--- src/rtl/i2c_master_seq_if.sv ---
// Request/response handshake and I2C pin bundle for the single-master sequencer.
// The master modport is the sequencer's view; the slave modport is the host/bench view.
interface i2c_master_seq_if;
  logic       req_valid;
  logic       req_ready;
  logic [6:0] req_addr;
  logic       req_rw;
  logic [7:0] req_wdata;
  logic       rsp_valid;
  logic [7:0] rsp_rdata;
  logic       rsp_nack;
  logic       busy;
  logic       i2c_scl;
  logic       i2c_sda_oe;
  logic       i2c_sda_i;

  modport master (
    input  req_valid, req_addr, req_rw, req_wdata, i2c_sda_i,
    output req_ready, rsp_valid, rsp_rdata, rsp_nack, busy, i2c_scl, i2c_sda_oe
  );

  modport slave (
    output req_valid, req_addr, req_rw, req_wdata, i2c_sda_i,
    input  req_ready, rsp_valid, rsp_rdata, rsp_nack, busy, i2c_scl, i2c_sda_oe
  );
endinterface

--- src/rtl/i2c_master_seq.sv ---
// Single-master I2C sequencer: one request becomes START, addr+R/W, one data byte, STOP.
// Each bus phase is split into four quarters of CLK_DIV clocks; SDA only moves at Q0.
module i2c_master_seq #(
  parameter int CLK_DIV = 4
) (
  input  logic             clk,
  input  logic             s_reset,
  i2c_master_seq_if.master bus
);

  localparam int DIV_W = (CLK_DIV > 1) ? $clog2(CLK_DIV) : 1;
  localparam logic [DIV_W-1:0] DIV_MAX = DIV_W'(CLK_DIV - 1);

  localparam logic [2:0] S_IDLE  = 3'd0;
  localparam logic [2:0] S_START = 3'd1;
  localparam logic [2:0] S_ADDR  = 3'd2;
  localparam logic [2:0] S_AACK  = 3'd3;
  localparam logic [2:0] S_DATA  = 3'd4;
  localparam logic [2:0] S_DACK  = 3'd5;
  localparam logic [2:0] S_STOP  = 3'd6;

  logic [2:0]       state_q, state_d;
  logic [DIV_W-1:0] div_q, div_d;
  logic [1:0]       qtr_q, qtr_d;
  logic [3:0]       bit_q, bit_d;
  logic [7:0]       shreg_q, shreg_d;
  logic [7:0]       wdata_q, wdata_d;
  logic             rw_q, rw_d;
  logic             nack_q, nack_d;
  logic             rsp_valid_q, rsp_valid_d;
  logic [7:0]       rsp_rdata_q, rsp_rdata_d;
  logic             rsp_nack_q, rsp_nack_d;
  logic             tick;
  logic             scl;
  logic             sda_oe;

  always_comb begin
    state_d     = state_q;
    div_d       = div_q;
    qtr_d       = qtr_q;
    bit_d       = bit_q;
    shreg_d     = shreg_q;
    wdata_d     = wdata_q;
    rw_d        = rw_q;
    nack_d      = nack_q;
    rsp_valid_d = 1'b0;
    rsp_rdata_d = rsp_rdata_q;
    rsp_nack_d  = rsp_nack_q;
    tick        = (state_q != S_IDLE) && (div_q == DIV_MAX);

    if (state_q == S_IDLE) begin
      div_d = '0;
      if (bus.req_valid) begin
        state_d = S_START;
        qtr_d   = 2'd0;
        bit_d   = 4'd0;
        shreg_d = {bus.req_addr, bus.req_rw};
        wdata_d = bus.req_wdata;
        rw_d    = bus.req_rw;
        nack_d  = 1'b0;
      end
    end else begin
      div_d = tick ? '0 : div_q + 1'b1;
    end

    if (tick) begin
      qtr_d = qtr_q + 2'd1;
      case (state_q)
        S_START: begin
          if (qtr_q == 2'd3) begin
            state_d = S_ADDR;
            bit_d   = 4'd0;
          end
        end
        S_ADDR: begin
          if (qtr_q == 2'd3) begin
            shreg_d = {shreg_q[6:0], 1'b0};
            bit_d   = bit_q + 4'd1;
            if (bit_q == 4'd7) state_d = S_AACK;
          end
        end
        S_AACK: begin
          if (qtr_q == 2'd2 && bus.i2c_sda_i) nack_d = 1'b1;
          // An unacknowledged address skips the data byte entirely.
          if (qtr_q == 2'd3) begin
            if (nack_q) begin
              state_d = S_STOP;
            end else begin
              state_d = S_DATA;
              bit_d   = 4'd0;
              shreg_d = wdata_q;
            end
          end
        end
        S_DATA: begin
          if (rw_q && qtr_q == 2'd2) shreg_d = {shreg_q[6:0], bus.i2c_sda_i};
          if (!rw_q && qtr_q == 2'd3) shreg_d = {shreg_q[6:0], 1'b0};
          if (qtr_q == 2'd3) begin
            bit_d = bit_q + 4'd1;
            if (bit_q == 4'd7) state_d = S_DACK;
          end
        end
        S_DACK: begin
          // On reads this slot is the master's own NACK, so the line level is ignored.
          if (qtr_q == 2'd2 && !rw_q && bus.i2c_sda_i) nack_d = 1'b1;
          if (qtr_q == 2'd3) state_d = S_STOP;
        end
        S_STOP: begin
          if (qtr_q == 2'd3) begin
            state_d     = S_IDLE;
            rsp_valid_d = 1'b1;
            rsp_nack_d  = nack_q;
            if (rw_q && !nack_q) rsp_rdata_d = shreg_q;
          end
        end
        default: ;
      endcase
    end
  end

  always_comb begin
    scl    = 1'b1;
    sda_oe = 1'b0;
    case (state_q)
      S_START: sda_oe = qtr_q[1];
      S_ADDR: begin
        scl    = qtr_q[1];
        sda_oe = ~shreg_q[7];
      end
      S_AACK, S_DACK: scl = qtr_q[1];
      S_DATA: begin
        scl    = qtr_q[1];
        sda_oe = ~rw_q & ~shreg_q[7];
      end
      S_STOP: begin
        scl    = qtr_q[1];
        sda_oe = (qtr_q != 2'd3);
      end
      default: ;
    endcase
  end

  always_ff @(posedge clk or posedge s_reset) begin
    if (s_reset) begin
      state_q     <= S_IDLE;
      div_q       <= '0;
      qtr_q       <= 2'd0;
      bit_q       <= 4'd0;
      shreg_q     <= 8'h00;
      wdata_q     <= 8'h00;
      rw_q        <= 1'b0;
      nack_q      <= 1'b0;
      rsp_valid_q <= 1'b0;
      rsp_rdata_q <= 8'h00;
      rsp_nack_q  <= 1'b0;
    end else begin
      state_q     <= state_d;
      div_q       <= div_d;
      qtr_q       <= qtr_d;
      bit_q       <= bit_d;
      shreg_q     <= shreg_d;
      wdata_q     <= wdata_d;
      rw_q        <= rw_d;
      nack_q      <= nack_d;
      rsp_valid_q <= rsp_valid_d;
      rsp_rdata_q <= rsp_rdata_d;
      rsp_nack_q  <= rsp_nack_d;
    end
  end

  assign bus.req_ready  = (state_q == S_IDLE);
  assign bus.busy       = (state_q != S_IDLE);
  assign bus.rsp_valid  = rsp_valid_q;
  assign bus.rsp_rdata  = rsp_rdata_q;
  assign bus.rsp_nack   = rsp_nack_q;
  assign bus.i2c_scl    = scl;
  assign bus.i2c_sda_oe = sda_oe;

endmodule

--- src/flat_wrapper.sv ---
// flat-port wrapper written by rule: the top's interface ports become plain ports
module i2c_master_seq_flat 
#(
  parameter int CLK_DIV = 4
)
  (clk, s_reset, bus_req_valid, bus_req_addr, bus_req_rw, bus_req_wdata, bus_i2c_sda_i, bus_req_ready, bus_rsp_valid, bus_rsp_rdata, bus_rsp_nack, bus_busy, bus_i2c_scl, bus_i2c_sda_oe);
  i2c_master_seq_if bus_i ();
  input  logic clk;
  input  logic s_reset;
  input wire logic [$bits(bus_i.req_valid)-1:0] bus_req_valid;
  input wire logic [$bits(bus_i.req_addr)-1:0] bus_req_addr;
  input wire logic [$bits(bus_i.req_rw)-1:0] bus_req_rw;
  input wire logic [$bits(bus_i.req_wdata)-1:0] bus_req_wdata;
  input wire logic [$bits(bus_i.i2c_sda_i)-1:0] bus_i2c_sda_i;
  output wire logic [$bits(bus_i.req_ready)-1:0] bus_req_ready;
  output wire logic [$bits(bus_i.rsp_valid)-1:0] bus_rsp_valid;
  output wire logic [$bits(bus_i.rsp_rdata)-1:0] bus_rsp_rdata;
  output wire logic [$bits(bus_i.rsp_nack)-1:0] bus_rsp_nack;
  output wire logic [$bits(bus_i.busy)-1:0] bus_busy;
  output wire logic [$bits(bus_i.i2c_scl)-1:0] bus_i2c_scl;
  output wire logic [$bits(bus_i.i2c_sda_oe)-1:0] bus_i2c_sda_oe;
  assign bus_i.req_valid = bus_req_valid;
  assign bus_i.req_addr = bus_req_addr;
  assign bus_i.req_rw = bus_req_rw;
  assign bus_i.req_wdata = bus_req_wdata;
  assign bus_i.i2c_sda_i = bus_i2c_sda_i;
  assign bus_req_ready = bus_i.req_ready;
  assign bus_rsp_valid = bus_i.rsp_valid;
  assign bus_rsp_rdata = bus_i.rsp_rdata;
  assign bus_rsp_nack = bus_i.rsp_nack;
  assign bus_busy = bus_i.busy;
  assign bus_i2c_scl = bus_i.i2c_scl;
  assign bus_i2c_sda_oe = bus_i.i2c_sda_oe;
  i2c_master_seq #(.CLK_DIV(CLK_DIV)) u_core (.clk(clk), .s_reset(s_reset), .bus(bus_i));
endmodule
--- config.mk ---
export PLATFORM = sky130hd
export DESIGN_NAME = i2c_master_seq_flat
export DESIGN_NICKNAME = d
export VERILOG_FILES = /design/src/rtl/i2c_master_seq_if.sv /design/src/rtl/i2c_master_seq.sv /design/src/flat_wrapper.sv
export SDC_FILE = /design/constraint.sdc
export NUM_CORES = 1
export LEC_CHECK = 0
export CORE_MARGIN = 2
export CORE_UTILIZATION = 30
export DETAILED_ROUTE_END_ITERATION = 10
export GPL_TIMING_DRIVEN = 0
export PLACE_DENSITY = 0.61
export SLEW_MARGIN = 20
export SYNTH_ARGS = -nofsm -noshare
export SYNTH_HDL_FRONTEND = slang
export SYNTH_SLANG_ARGS = --single-unit
export TNS_END_PERCENT = 1
--- constraint.sdc ---
create_clock -name clk -period 2.5 [get_ports clk]
set_input_delay 0.25 -clock clk [delete_from_list [all_inputs] [get_ports clk]]
set_output_delay 0.25 -clock clk [all_outputs]
set_load 0.01 [all_outputs]
==> results_dict.tcl, run 1 <==
set metrics [dict create \
    path_clk_slew_ps 70 \
    clkLatencyLatePin_ps 280 \
    synth_edf_count 0 \
    synth_nets 211 \
    route.final.wire_length_um 4390 \
    dr.pass1.iters 4 \
    peakVddDrop_mv 0.337 \
    avgSynthCellArea_um2 10.5 \
    worstMarginPinSlew_ps 523 \
    hpwl_um 3250 \
    grt_pass1_vias 1503 \
    hold_viol 0 \
    timing.rr.start "u_core.qtr_q[1]" \
    required_ps 2250 \
    yosysWarningCount 0 \
    status "finished, final reports clean" \
    fin_cells 306 \
    timing.final.crit_share_pct 96.1 \
    antenna_found_initial 0 \
    async_reset_ff_share_pct 100 \
    rrSetupSlack_ps 680 \
    start_util_pct 30.9 \
    num_vias 1555 \
    dieHeight_um 84.9 \
    clock-sinks 39 \
    die_x_um 84.9 \
    fin_tns_setup_ps 0 \
    worstReg2RegEnd "u_core.shreg_q[4]" \
    drc 0 \
    end_kind "output pin" \
    leakage_nw 1.11 \
    cp.arrival_ps 2150 \
    rows 29 \
    total_power_mw 1.25 \
    path_cells "buf_2 -> clkbuf_4 -> nand2_1 -> o22a_1 -> o21ai_0 -> clkdlybuf4s50_1" \
    track_usage_pct 13.0 \
    cp_max_fo 10 \
    overflow 0 \
    crit_type "reg2out" \
    placed_cells 298 \
    synthTopCellsByArea "dfrtp_1 50%, nand2_1 7.3%, mux2_1 4.6%" \
    antennaDiodeCount 0 \
    cts_tree "done" \
    synthCells 187 \
    nets 252 \
    power_density_nw_per_um2 494 \
    grt_max_degree 30 \
    cts_root_buf "clkbuf_8" \
    grt_pass1_wl_um 7440 \
    slew_violations 0 \
    synth.ff_latch_count 39 \
    finalCriticalPeriod_ps 2400 \
    slowest_delay_ps 570 \
    synth_ff_type "dfrtp_1" \
    fin_skew_ps 6.51 \
    wl_per_cell_um 14.4 \
    setup_viol 0 \
    antenna_left 0 \
    netlist.area_leader.share_pct 49.7 \
    timing.hold.ws_ps 214 \
    h-tree-depth 2 \
    hold_class "in2async" \
    yosysSeqAreaShare_pct 49.7 \
    vias_per_cell 5.08 \
    pin_count 34 \
    place.gp.congestion 0.841 \
    ff2ff_path_depth 5 \
    preCtsSetupSlack_ps 405 \
    start_kind "flip-flop" \
    final_util_pct 39.9 \
    postLayoutCellArea_um2 2530 \
    rsz0062_at_grt "false" \
    critPathBufInv 3 \
    portBuffers 33 \
    cts_hold_buffers 0 \
    place_area_um2 2410 \
    area.growth.synth_to_final_pct 29.1 \
    layout-drive-gt1-share_pct 13.5 \
    cp_top_family "buffers and inverters" \
    ys_types 45 \
    drtIter0Drc 108 \
    max-clock-path-buffers 2 \
    die_area_um2 7210 \
    core_um2 6350 \
    netlist_area_um2 1960 \
    maxCapViolCount 0 \
    yosys.area.top_type "dfrtp_1" \
    max_slew_margin_pct 65.1 \
    slowest_stage "clkdlybuf4s50_1" \
    cts_buffers 5 \
    fmax_mhz 416 \
    timing.final.ws_setup_ps 98.2 \
]
-- placed cells by master (no fill, tap or decap), drive strengths merged, types with 3 or more instances in the layout --
| cell | netlist | routed |
|---|---|---|
| dfrtp | 39 | 39 |
| nand2 | 38 | 38 |
| clkdlybuf4s50 | 0 | 33 |
| mux2 | 12 | 12 |
| a21oi | 11 | 11 |
| clkbuf | 2 | 9 |
| buf | 9 | 9 |
| a221o | 8 | 8 |
| mux2i | 7 | 7 |
| nor2 | 7 | 7 |
| o21ai | 7 | 7 |
| nand3 | 6 | 6 |
| ha | 4 | 4 |
| inv | 4 | 4 |
| nor2b | 3 | 3 |
| nor3b | 3 | 3 |
| a22o | 3 | 3 |
-- what timing repair did --
item | in CTS | in global routing
gates resized for setup | 0 | 2
endpoints found under the hold margin | 0 | 0
setup buffers | 0 | 0
endpoints found under the setup margin | 0 | 1
-- cells by family (layout without fill, tap and decap cells) --
kind of cell / after synthesis / in the layout / synth area share [%]
simple gates: 72 / 72 / 18.9
mux: 19 / 19 / 10.5
fa+ha+maj: 4 / 4 / 2.55
buf+inv: 15 / 57 / 4.21
flops: 39 / 39 / 49.7
compound gates: 36 / 36 / 13.3
xor+xnor: 2 / 2 / 0.892
-- where the power goes --
group | switching, mW | internal (mW)
sequential | 0.00984 | 0.642
combinational | 0.0271 | 0.0405
clock | 0.210 | 0.323
-- cell usage after synthesis (3+ instances only) --
| master | instances |
|---|---|
| dfrtp_1 | 39 |
| nand2_1 | 38 |
| a21oi_1 | 10 |
| a221o_1 | 8 |
| mux2_1 | 8 |
| mux2i_1 | 7 |
| nand3_1 | 6 |
| nor2_1 | 5 |
| buf_4 | 4 |
| ha_1 | 4 |
| mux2_2 | 4 |
| o21ai_1 | 4 |
| a22o_1 | 3 |
| buf_2 | 3 |
| inv_1 | 3 |
| nor2b_1 | 3 |
| o21ai_0 | 3 |
-- layer usage --
metal	wire length, µm	vias to the layer above	share of wire, %	GRT usage [%]
met5	0	-	0	0
met4	22	0	0.50	3.03
met3	198	2	4.5	3.21
met2	1920	39	44	18.6
met1	2260	763	51	20.0
li1	-	751	-	-
-- sequential cells by signal, indices dropped and copies added, names as in the netlist --
| signal | count |
|---|---|
| u_core.bus.rsp_nack | 1 |
| u_core.state_q | 3 |
| u_core.div_q | 2 |
| u_core.rw_q | 1 |
| u_core.bit_q | 4 |
| u_core.nack_q | 1 |
| u_core.bus.rsp_valid | 1 |
| u_core.wdata_q | 8 |
| u_core.bus.rsp_rdata | 8 |
| u_core.qtr_q | 2 |
| u_core.shreg_q | 8 |
-- how the worst max path moves through the flow --
stage                            startpoint           endpoint  slack (ps)  cells past startpoint
after floorplan           u_core.state_q[1]  u_core.shreg_q[4]         890                      6
after global placement    u_core.state_q[1]     bus_i2c_sda_oe         410                      6
after detailed placement  u_core.state_q[1]     bus_i2c_sda_oe         410                      6
after CTS                 u_core.state_q[1]     bus_i2c_sda_oe          70                      6
after global routing      u_core.state_q[1]     bus_i2c_sda_oe           9                      6
final                     u_core.state_q[1]     bus_i2c_sda_oe         100                      6
-- final cells by class --
| type | instances | area [µm²] |
|---|---|---|
| buffer | 11 | 70.1 |
| clock buffer | 6 | 82.6 |
| clock inverter | 2 | 35.0 |
| fill | 612 | 3810 |
| inverter | 4 | 15.0 |
| multi-input combinational | 133 | 910 |
| sequential | 39 | 976 |
| tap | 77 | 96.3 |
| timing repair buffer | 34 | 350 |
Note: power is estimated with default switching activity, not from simulation.
==> run 2, diff against run 1 <==
--- a/config.mk
+++ b/config.mk
@@ -8,8 +8,10 @@
 export CORE_MARGIN = 2
 export CORE_UTILIZATION = 30
 export DETAILED_ROUTE_END_ITERATION = 10
+export DONT_BUFFER_PORTS = 1
 export GPL_TIMING_DRIVEN = 0
-export PLACE_DENSITY = 0.61
+export PLACE_DENSITY = 0.55
+export SETUP_SLACK_MARGIN = 0.05
 export SLEW_MARGIN = 20
 export SYNTH_ARGS = -nofsm -noshare
 export SYNTH_HDL_FRONTEND = slang
==> run 2 against run 1 <==
Register-to-register slack worse by 60 ps. Count of clock-buffer cells in the layout unchanged. Non-clock buffer count down 32. Sequential cell count unchanged. Total power up 4.5%. Hold slack worse by 150 ps. Cell area down 12%. Cell count down 10%. Critical path depth down 1. Combinational power down 45%. Maximum frequency up 18%. Clock skew down 1.9 ps.
==> results_dict.tcl, run 2 (synthesis results as in run 1) <==
set metrics [dict create \
    clockPowerShare_pct 47.3 \
    worstHoldStart "bus_req_wdata[7]" \
    cts_tree "done" \
    timing.rr.start "u_core.qtr_q[1]" \
    clock-sinks 39 \
    fmax_mhz 489 \
    final_common_cell "dfrtp_1" \
    power_density_nw_per_um2 587 \
    ff2ff_path_depth 6 \
    finalCriticalPeriod_ps 2040 \
    clkLatencyLatePin_ps 290 \
    cp.arrival_ps 1790 \
    h-tree-depth 2 \
    grt_pass1_vias 1490 \
    worstReg2RegEnd "u_core.bus.rsp_rdata[5]" \
    grt_max_degree 23 \
    max_slew_margin_pct 65.4 \
    layout-drive-gt1-share_pct 14.7 \
    antenna_left 0 \
    fin_tns_setup_ps 0 \
    timing.final.crit_share_pct 81.8 \
    core_um2 6350 \
    antennaDiodeCount 0 \
    rows 29 \
    p_sw_mw 0.253 \
    place_area_um2 2090 \
    cts_root_buf "clkbuf_8" \
    wl_per_cell_um 16.1 \
    cp_max_fo 10 \
    crit_type "reg2out" \
    rsz0062_at_grt "false" \
    placed_cells 265 \
    track_usage_pct 13.4 \
    hold_viol 0 \
    grt_pass1_wl_um 7590 \
    hpwl_um 3260 \
    fin_skew_ps 4.62 \
    place.gp.congestion 0.807 \
    start_kind "flip-flop" \
    portBuffers 0 \
    peakVddDrop_mv 0.333 \
    status "finished, final reports clean" \
    total_power_mw 1.31 \
    hold_path_end "u_core.wdata_q[7]" \
    dr.pass1.iters 4 \
    setup_viol 0 \
    hold_class "in2reg" \
    final_util_pct 35.1 \
    hold_depth 2 \
    max-clock-path-buffers 2 \
    dieHeight_um 84.9 \
    overflow 0 \
    cts_buffers 5 \
    combPwrFrac_pct 2.8 \
    postLayoutCellArea_um2 2230 \
    start_util_pct 30.9 \
    end_kind "output pin" \
    vias_per_cell 5.27 \
    leakage_nw 0.995 \
    swShare_pct 19.3 \
    cts_setup_buffers 0 \
    timing.hold.ws_ps 62.0 \
    nFillCells 636 \
    worstMarginPinSlew_ps 519 \
    rrSetupSlack_ps 620 \
    preCtsSetupSlack_ps 643 \
    nets 220 \
    route.final.wire_length_um 4420 \
    antenna_found_initial 0 \
    area.growth.synth_to_final_pct 13.6 \
    seq_power_share_pct 49.8 \
    intPower_mw 1.06 \
    num_vias 1445 \
    drtIter0Drc 71 \
    slew_violations 0 \
    required_ps 2250 \
    path_clk_slew_ps 80 \
    die_area_um2 7210 \
    final_cell_mix "39 x dfrtp_1, 38 x nand2_1, 10 x a21oi_1" \
    drc 0 \
    timing.final.ws_setup_ps 456 \
    fin_cells 274 \
    maxCapViolCount 0 \
    die_x_um 84.9 \
    pin_count 34 \
]
run 2: area by class of cell:
class	count	area (µm²)	area share, %
buffer	11	67.6	3.03
clock buffer	6	72.6	3.25
clock inverter	2	60.1	2.69
inverter	4	15.0	0.673
multi-input combinational	133	905	40.6
sequential	39	976	43.8
tap	77	96.3	4.32
timing repair buffer	2	37.5	1.68
run 2: critical path, cell delays in order, from the launching register on:
cell and delay [ps]:
dfrtp_1 360, buf_2 190, nor3b_1 270, nor2_1 100, o22a_1 210, o21ai_0 380
run 2: timing repair:
action                                 in CTS  in global routing
hold buffers                                1                  0
endpoints found under the hold margin      17                  0
resized for setup                           0                  0
run 2: worst max-delay path by stage:
stage / from / endpoint
4_1_cts: u_core.state_q[1] / bus_i2c_sda_oe
3_3_place_gp: u_core.qtr_q[1] / u_core.bus.rsp_rdata[4]
2_1_floorplan: u_core.state_q[1] / u_core.shreg_q[4]
5_1_grt: u_core.state_q[1] / bus_i2c_sda_oe
6_report: u_core.state_q[1] / bus_i2c_sda_oe
3_5_place_dp: u_core.qtr_q[1] / u_core.bus.rsp_rdata[5]
run 2: layer usage:
layer | share of wire (%) | vias to the layer above | GRT usage, %
li1 | - | 688 | -
met3 | 6.2 | 11 | 4.28
met4 | 1.9 | 0 | 4.18
met2 | 44 | 43 | 19.4
met1 | 48 | 703 | 19.3
met5 | 0 | - | 0
run 2: power groups by stage:
stage	clock [mW]	combinational (mW)	sequential, mW
3_5_place_dp	0	0.0372	0.665
5_1_grt	0.662	0.0446	0.654
3_3_place_gp	0	0.0307	0.664
6_report	0.620	0.0372	0.652
4_1_cts	0.633	0.0387	0.652
2_1_floorplan	0	0.0252	0.660
==> run 3, diff against run 2 <==
--- a/config.mk
+++ b/config.mk
@@ -10,7 +10,7 @@
 export DETAILED_ROUTE_END_ITERATION = 10
 export DONT_BUFFER_PORTS = 1
 export GPL_TIMING_DRIVEN = 0
-export PLACE_DENSITY = 0.55
+export PLACE_DENSITY = 0.56
 export SETUP_SLACK_MARGIN = 0.05
 export SLEW_MARGIN = 20
 export SYNTH_ARGS = -nofsm -noshare
==> constraint.sdc (replaced) <==
create_clock -name clk -period 1.7 [get_ports clk]
set_input_delay 0.17 -clock clk [delete_from_list [all_inputs] [get_ports clk]]
set_output_delay 0.17 -clock clk [all_outputs]
set_load 0.01 [all_outputs]
==> run 3 against run 2 <==
The run now ends with negative setup slack left. Sequential share of layout area decreased by 3.9 points. Sequential power increased by 47%. Critical path depth increased by 1. Critical path type is now reg2reg. Largest power group unchanged.
==> results_dict.tcl, run 3 (synthesis results as in run 1) <==
set metrics [dict create \
    ff2ff_path_depth 6 \
    max-clock-path-buffers 2 \
    nFillCells 631 \
    crit_type "reg2reg" \
    cts_buffers 5 \
    clkLatencyLatePin_ps 290 \
    required_ps 1870 \
    finalCriticalPeriod_ps 1710 \
    timing.final.crit_share_pct 100 \
    swShare_pct 20.5 \
    final_util_pct 38.7 \
    fin_skew_ps 7.50 \
    place.gp.congestion 0.813 \
    rows 29 \
    fin_tns_setup_ps -17.5 \
    worstMarginPinSlew_ps 545 \
    layout-drive-gt1-share_pct 24.8 \
    num_vias 1477 \
    antennaDiodeCount 0 \
    seq_power_share_pct 52.6 \
    antenna_left 0 \
    cp_top_family "simple AND/OR/NAND/NOR gates" \
    cts_tree "done" \
    drtIter0Drc 98 \
    slowest_stage "dfrtp_1" \
    intPower_mw 1.45 \
    route.final.wire_length_um 4710 \
    timing.hold.ws_ps 3.05 \
    cp.arrival_ps 1880 \
    wl_per_cell_um 16.2 \
    rsz0062_at_grt "true" \
    critPathBufInv 2 \
    path_clk_slew_ps 80 \
    final_cell_mix "37 x nand2_1, 37 x dfrtp_1, 13 x buf_4" \
    hpwl_um 3250 \
    timing.final.ws_setup_ps -7.72 \
    fin_cells 291 \
    failed_checks "negative setup slack" \
    maxCapViolCount 0 \
    die_area_um2 7210 \
    dieHeight_um 84.9 \
    cp_max_fo 10 \
    timing.rr.start "u_core.state_q[0]" \
    register_area_um2 978 \
    combPwrFrac_pct 3.5 \
    path_cells "buf_4 -> nand2b_1 -> nor2_2 -> and3b_1 -> buf_6 -> mux2_1" \
    antenna_found_initial 0 \
    vias_per_cell 5.08 \
    leakage_nw 1.10 \
    core_um2 6350 \
    die_x_um 84.9 \
    clockPowerShare_pct 43.9 \
    hold_viol 0 \
    grt_max_degree 28 \
    p_sw_mw 0.374 \
    overflow 0 \
    end_kind "flip-flop" \
    drc 0 \
    worstHoldStart "bus_req_wdata[1]" \
    setup_viol 4 \
    power_density_nw_per_um2 742 \
    worstReg2RegEnd "u_core.bus.rsp_rdata[0]" \
    placed_cells 265 \
    start_kind "flip-flop" \
    grt_pass1_wl_um 7610 \
    area.growth.synth_to_final_pct 25.1 \
    hold_class "in2reg" \
    cts_root_buf "clkbuf_8" \
    slew_violations 0 \
    hold_depth 2 \
    fmax_mhz 586 \
    grt_pass1_vias 1483 \
    portBuffers 0 \
    max_slew_margin_pct 63.7 \
    nets 237 \
    dr.pass1.iters 5 \
    multi_input_area_um2 957 \
    slowest_delay_ps 360 \
    hold_path_end "u_core.wdata_q[1]" \
    clock-sinks 39 \
    peakVddDrop_mv 0.443 \
    status "finished with violations" \
    pin_count 34 \
    start_util_pct 30.9 \
    rrSetupSlack_ps -8 \
    track_usage_pct 13.5 \
    h-tree-depth 2 \
]
run 3: stage by stage:
step	setup slack (ps)	instance area, µm²	power, mW
3_3_place_gp	-116	2060	1.02
4_1_cts	18.6	2430	1.84
5_1_grt	-81.6	2460	1.89
2_1_floorplan	89.9	1960	1.01
3_5_place_dp	-144	2080	1.03
6_report	-7.72	2460	1.82
run 3: final cells by class:
class,instances,area share (%)
Inverter,4,0.611
Clock buffer,6,3.36
Tap cell,77,3.92
Timing Repair Buffer,19,7.44
Clock inverter,2,1.43
Multi-Input combinational cell,133,39.0
Buffer,11,4.43
Sequential cell,39,39.8
run 3: repair_timing:
item	4_1_cts	5_1_grt
endpoints found under the hold margin	18	0
pin swaps	5	8
hold buffers	6	0
resized for setup	22	7
buffers inserted	11	0
endpoints found under the setup margin	23	35
gates cloned	1	0
run 3: worst max-delay path by stage:
stage	slack, ps	startpoint	end	cells after the start
floorplan	90	u_core.state_q[1]	u_core.shreg_q[4]	6
global placement	-120	u_core.qtr_q[1]	u_core.bus.rsp_rdata[4]	6
detailed placement	-140	u_core.qtr_q[1]	u_core.bus.rsp_rdata[5]	6
CTS	20	u_core.state_q[2]	u_core.bit_q[2]	5
global route	-80	u_core.state_q[2]	u_core.shreg_q[3]	5
finish	-8	u_core.state_q[0]	u_core.bus.rsp_rdata[0]	6
run 3: power groups by stage:
stage / clock (mW) / combinational (mW) / sequential [mW]
floorplan: 0 / 0.0371 / 0.971
global placement: 0 / 0.0451 / 0.977
detailed placement: 0 / 0.0524 / 0.977
CTS: 0.819 / 0.0653 / 0.959
global route: 0.856 / 0.0740 / 0.962
finish: 0.800 / 0.0638 / 0.959
run 3: per-layer routing:
metal / GRT usage [%] / share of wire [%]
met5: 0 / 0
met4: 4.33 / 1.1
met3: 3.50 / 4.5
met2: 21.0 / 48
met1: 18.7 / 47
